### src/rtl/enoc_node_interface_pkg.sv
// Shared ENoC definitions: packet layout and a constant-evaluable log2 helper.
// Field widths are fixed here so every node and router agrees on packet_t.
package ENoC_Functions;

  // Ceiling log2, usable in localparam expressions.
  function automatic int log2(input int value);
    int result;
    result = 0;
    for (int i = 0; i < 31; i++) begin
      if ((1 << i) < value) result = i + 1;
    end
    return result;
  endfunction

  localparam int ENOC_NODES = 16;
  localparam int ID_W       = log2(ENOC_NODES);
  localparam int DATA_W     = 32;
  localparam int TS_W       = 16;

  typedef struct packed {
    logic [ID_W-1:0]   source;
    logic [ID_W-1:0]   dest;
    logic [DATA_W-1:0] data;
    logic [TS_W-1:0]   timestamp;
  } packet_t;

endpackage

### src/rtl/enoc_node_interface_fifo.sv
// Valid/enable FIFO used for both directions of the node link.
// Enable and valid are decoded purely from the registered pointers, so neither depends on the far side.
module enoc_fifo
  import ENoC_Functions::*;
#(
  parameter int  DEPTH = 4,
  parameter type T     = packet_t
) (
  input  logic clk,
  input  logic reset_n,
  input  T     i_data,
  input  logic i_data_val,
  output logic o_en,
  output T     o_data,
  output logic o_data_val,
  input  logic i_en
);

  localparam int AW = log2(DEPTH);
  localparam int PW = AW + 1;

  logic [PW-1:0] wr_ptr;
  logic [PW-1:0] rd_ptr;
  T              mem [DEPTH];
  logic          full;
  logic          empty;
  logic          push;
  logic          pop;

  // The extra pointer MSB distinguishes full from empty when the index bits match.
  assign full       = (wr_ptr[AW] != rd_ptr[AW]) && (wr_ptr[AW-1:0] == rd_ptr[AW-1:0]);
  assign empty      = (wr_ptr == rd_ptr);
  assign o_en       = !full;
  assign o_data_val = !empty;
  assign o_data     = mem[rd_ptr[AW-1:0]];
  assign push       = i_data_val & o_en;
  assign pop        = o_data_val & i_en;

  always_ff @(posedge clk or negedge reset_n) begin
    if (!reset_n) begin
      wr_ptr <= '0;
      rd_ptr <= '0;
    end else begin
      if (push) wr_ptr <= wr_ptr + PW'(1);
      if (pop)  rd_ptr <= rd_ptr + PW'(1);
    end
  end

  // Storage needs no reset: entries are only visible once the write pointer passes them.
  always_ff @(posedge clk) begin
    if (push) mem[wr_ptr[AW-1:0]] <= i_data;
  end

endmodule

### src/rtl/enoc_node_interface.sv
// Node-side endpoint of the ENoC local port: TX and RX queues plus per-node traffic statistics.
// Misrouted arrivals are still delivered; they only set a sticky flag.
module enoc_node_interface
  import ENoC_Functions::*;
#(
  parameter int NODE_ID  = 0,
  parameter int NODES    = 16,
  parameter int TX_DEPTH = 4,
  parameter int RX_DEPTH = 4,
  parameter int CNT_W    = 32
) (
  input  logic             clk,
  input  logic             reset_n,
  input  packet_t          i_pkt,
  input  logic             i_pkt_val,
  output logic             o_pkt_en,
  output packet_t          o_data,
  output logic             o_data_val,
  input  logic             i_en,
  input  packet_t          i_data,
  input  logic             i_data_val,
  output logic             o_en,
  output packet_t          o_rx_pkt,
  output logic             o_rx_val,
  input  logic             i_rx_en,
  output logic [CNT_W-1:0] o_tx_count,
  output logic [CNT_W-1:0] o_rx_count,
  output logic             o_misroute
);

  localparam logic [ID_W-1:0] NODE_ADDR = ID_W'(NODE_ID % NODES);

  logic tx_handshake;
  logic rx_handshake;

  enoc_fifo #(.DEPTH(TX_DEPTH), .T(packet_t)) tx_fifo (
    .clk        (clk),
    .reset_n    (reset_n),
    .i_data     (i_pkt),
    .i_data_val (i_pkt_val),
    .o_en       (o_pkt_en),
    .o_data     (o_data),
    .o_data_val (o_data_val),
    .i_en       (i_en)
  );

  enoc_fifo #(.DEPTH(RX_DEPTH), .T(packet_t)) rx_fifo (
    .clk        (clk),
    .reset_n    (reset_n),
    .i_data     (i_data),
    .i_data_val (i_data_val),
    .o_en       (o_en),
    .o_data     (o_rx_pkt),
    .o_data_val (o_rx_val),
    .i_en       (i_rx_en)
  );

  assign tx_handshake = o_data_val & i_en;
  assign rx_handshake = i_data_val & o_en;

  // Counters wrap freely; the misroute flag is sticky until reset.
  always_ff @(posedge clk or negedge reset_n) begin
    if (!reset_n) begin
      o_tx_count <= '0;
      o_rx_count <= '0;
      o_misroute <= 1'b0;
    end else begin
      if (tx_handshake) o_tx_count <= o_tx_count + CNT_W'(1);
      if (rx_handshake) o_rx_count <= o_rx_count + CNT_W'(1);
      if (rx_handshake && (i_data.dest != NODE_ADDR)) o_misroute <= 1'b1;
    end
  end

endmodule

### config.mk
export PLATFORM = sky130hd
export DESIGN_NAME = enoc_node_interface
export DESIGN_NICKNAME = d
export VERILOG_FILES = /design/src/rtl/enoc_node_interface_pkg.sv /design/src/rtl/enoc_node_interface_fifo.sv /design/src/rtl/enoc_node_interface.sv
export SDC_FILE = /design/constraint.sdc
export NUM_CORES = 1
export LEC_CHECK = 0
export BUFFER_PORTS_ARGS = -buffer_cell sky130_fd_sc_hd__buf_2
export CAP_MARGIN = 20
export CORE_MARGIN = 3
export CORE_UTILIZATION = 57
export CTS_CLUSTER_DIAMETER = 40
export DETAILED_ROUTE_END_ITERATION = 8
export GPL_TIMING_DRIVEN = 1
export PLACE_DENSITY = 0.8
export RECOVER_POWER = 100
export SETUP_SLACK_MARGIN = 0.5
export SLEW_MARGIN = 15
export SYNTH_ARGS = -nofsm -noshare
export SYNTH_HDL_FRONTEND = slang
export SYNTH_SLANG_ARGS = --single-unit
export TNS_END_PERCENT = 1
### constraint.sdc
create_clock -name clk -period 4.2 [get_ports clk]
set_input_delay 0.21 -clock clk [delete_from_list [all_inputs] [get_ports clk]]
set_output_delay 0.21 -clock clk [all_outputs]
set_load 0.05 [all_outputs]
==> impl_metrics.yaml <==
logic_synthesis:
  synthFlopType: "edfxtp_1"
  yosysSeqAreaShare: 0.770
  ys_ff_latch: 525
  synth_top_cell_by_area: "edfxtp_1"
  synth_common_cells: "edfxtp_1 (448), mux4_2 (112), dfrtp_1 (77)"
  syn_area_per_cell_um2: 21.4
  synth_area_leaders: "edfxtp_1 (67%), mux4_2 (13%), dfrtp_1 (9.6%), xnor2_1 (2.5%), nand4_1 (1.1%)"
  async_flop_share: 0.147
  ys_types: 36
  netlist_area_um2: 20000
  yosysMostFrequentCell: "edfxtp_1"
  synth_top_area_frac: 0.674
  syn_nets: 1065
  netlist_instances: 935
  synth_edf_count: 448
  ys_warn_count: 0
floorplanning:
  fp.dieW_um: 193
  fp.dieH_um: 193
  io_pins: 299
  coreArea_um2: 34000
  start_util: 0.587
  core.rowCount: 67
  floorplan.die_area_um2: 37300
flow_run:
  maxCapViolCount: 4
routing:
  firstDrtPassIters: 5
  drt-total-wl_um: 45200
  wl_per_cell_um: 23.9
  via_per_inst: 5.79
  num_vias: 10900
  ant_nets: 0
  drt_iter0_drc: 780
  drc: 0
sta:
  fin_crit_ns: 3.54
  rsz0062_at_grt: "no"
  setup_viol: 0
  hold_viol: 0
  relSlewSlack: -0.134
  post-route-period-util: 0.842
  fmaxAchievable_mhz: 283
  finalSetupTns_ns: 0
  worst_pin_slew_ns: 1.70
  final_max_slew_viol_count: 236
  fin_skew_ns: 0.0261
critical_path:
  path_cells: "xnor2_1 > a31oi_1 > clkbuf_1 > and2_2 > clkbuf_2"
  slowest_stage: "clkbuf_2"
  crit_type: "reg2reg"
  worstSetupStartpointType: "flip-flop"
  cp_top_family: "buffers and inverters"
  regToRegSetupSlack_ns: 0.66
  critPathBufInv: 2
  end_kind: "flip-flop"
  cp.required_ns: 4.38
  max_stage_delay_ns: 1.20
  critical_path.max_fanout: 56
  arrival_ns: 3.72
clocking:
  clock-sinks: 525
  numCtsBuffers: 60
  ctsHoldBuffers: 115
  clk_pin_slew_worst_paths_ns: 0.06
  cts_root_buffer: "clkbuf_16"
  clk_path_buf_depth: 3
  postCtsSetupBuffers: 0
  worst_skew_pair.late_latency_ns: 0.59
  cts_max_level: 2
  cts_resized: 0
  tritoncts: "done"
placed_design:
  gp_congestion: 0.782
  dp_cells: 1659
  dpl.hpwl_um: 24500
  place_area_um2: 22000
  portBuffers: 298
finish:
  fin_nets: 1519
  seqCellArea_um2: 15400
  multi_input_area_um2: 4300
  stdcell_area_um2: 24800
  syn_to_final_growth_pct: 24.0
  num-fill-cells: 2115
  stdcell_count: 1889
  layout-drive-gt1-share: 0.177
global_route:
  grtUsageTotal: 0.244
  grt_remaining_overflow: 0
  grt_max_degree: 78
  grt_pass1_wl_um: 68000
  first_global_vias: 11400
  antenna_found_initial: 2
power_and_ir_drop:
  vdd_drop_max_v: 0.000617
  power.density_nw_per_um2: 811
  power_mw: 20.1
  p_leak_nw: 8.38
worst_hold_path:
  min_path_type: "in2reg"
run_status:
  violations: "capacitance limit, slew limit"
  outcome: "complete, but fails checks"
==> metal layers <==
layer / up-vias / share of wire / global-route usage
li1: 4748 / - / -
met1: 5597 / 0.37 / 0.317
met2: 486 / 0.51 / 0.404
met3: 108 / 0.072 / 0.0523
met4: 0 / 0.042 / 0.106
met5: - / 0 / 0
==> cells in the final DEF, fill, tap and decap left out, types with 6 or more instances in the layout <==
cell type and instances:
clkinv_2 9, edfxtp_1 448, ha_1 12, nand2_1 20, xor2_1 19, dfrtp_1 74
nand4_1 36, inv_6 12, inv_1 10, and2_2 6, nor4_1 13, bufinv_16 8
nand3_1 29, and3_1 13, clkbuf_1 297, clkbuf_16 61, buf_4 7, dlygate4sd3_1 115
nor2_1 7, nor3_1 10, clkinvlp_4 7, mux4_2 112, buf_2 9, xnor2_1 57
==> tightest hold or removal path, stage by stage <==
cell,delay [ns]
buf_2,0.10
inv_1,0.04
a31oi_1,0.09
xnor2_1,0.14
==> where the power goes <==
part           leakage, nW  total [mW]  internal [mW]  switching, mW
Combinational         2.27        7.39           1.93           5.46
Clock                0.995        5.34           3.20           2.14
Sequential            5.12        7.36           6.92          0.441
Total                 8.38        20.1           12.0           8.05
==> logic make-up (layout without fill, tap and decap cells) <==
kind of cell	after synthesis	in the layout	synth area share
buffers and inverters	47	551	0.00996
AND/OR/NAND/NOR	151	151	0.0475
multiplexers	116	116	0.129
other	0	2	0
AO/OA/AOI/OAI	7	7	0.00226
flip-flops	525	525	0.770
XOR/XNOR	77	77	0.0341
adder cells (fa/ha/maj)	12	12	0.00752
==> final timing paths <==
path                                               startpoint                             to  depth (start not counted)
min in group asynchronous                             reset_n     o_tx_count[20]$_DFFE_PN0P_                          2
worst min-delay path                                i_pkt_val  tx_fifo.wr_ptr[0]$_DFFE_PN0N_                          4
worst max-delay path            rx_fifo.rd_ptr[0]$_DFFE_PN0P_   rx_fifo.mem[0][42]$_DFFE_PP_                          5
worst min register to register         o_misroute$_DFFE_PN0P_         o_misroute$_DFFE_PN0P_                          1
worst max register to register  rx_fifo.rd_ptr[0]$_DFFE_PN0P_   rx_fifo.mem[0][42]$_DFFE_PP_                          5
max in group asynchronous                             reset_n  rx_fifo.rd_ptr[0]$_DFFE_PN0P_                          3
==> through the flow <==
step / hold slack (ns) / worst slack, ns / util
final: 0.0444 / 0.662 / 0.728
after global routing: 0.0438 / 0.371 / 0.728
after CTS: 0.0195 / 0.914 / 0.742
after detailed placement: 0.426 / 1.37 / 0.647
after global placement: 0.421 / 1.46 / 0.647
after floorplan: -0.0856 / 1.24 / -
==> registers in the layout, summed over array words and instances, names as in the netlist <==
| signal | cells |
|---|---|
| rx_fifo.mem | 224 |
| rx_fifo.wr_ptr | 3 |
| tx_fifo.mem | 224 |
| o_tx_count | 32 |
| tx_fifo.rd_ptr | 3 |
| o_rx_count | 32 |
| o_misroute | 1 |
| tx_fifo.wr_ptr | 3 |
| rx_fifo.rd_ptr | 3 |
==> final cells by class <==
class | instances | share of cell area
antenna | 2 | 0.000202
clock buffer | 68 | 0.0627
clock inverter | 44 | 0.0205
inverter | 10 | 0.00152
multi-input combinational | 363 | 0.174
sequential | 525 | 0.621
tap | 448 | 0.0226
timing repair buffer | 429 | 0.0979
No activity file was read; power rests on OpenSTA's default activity.
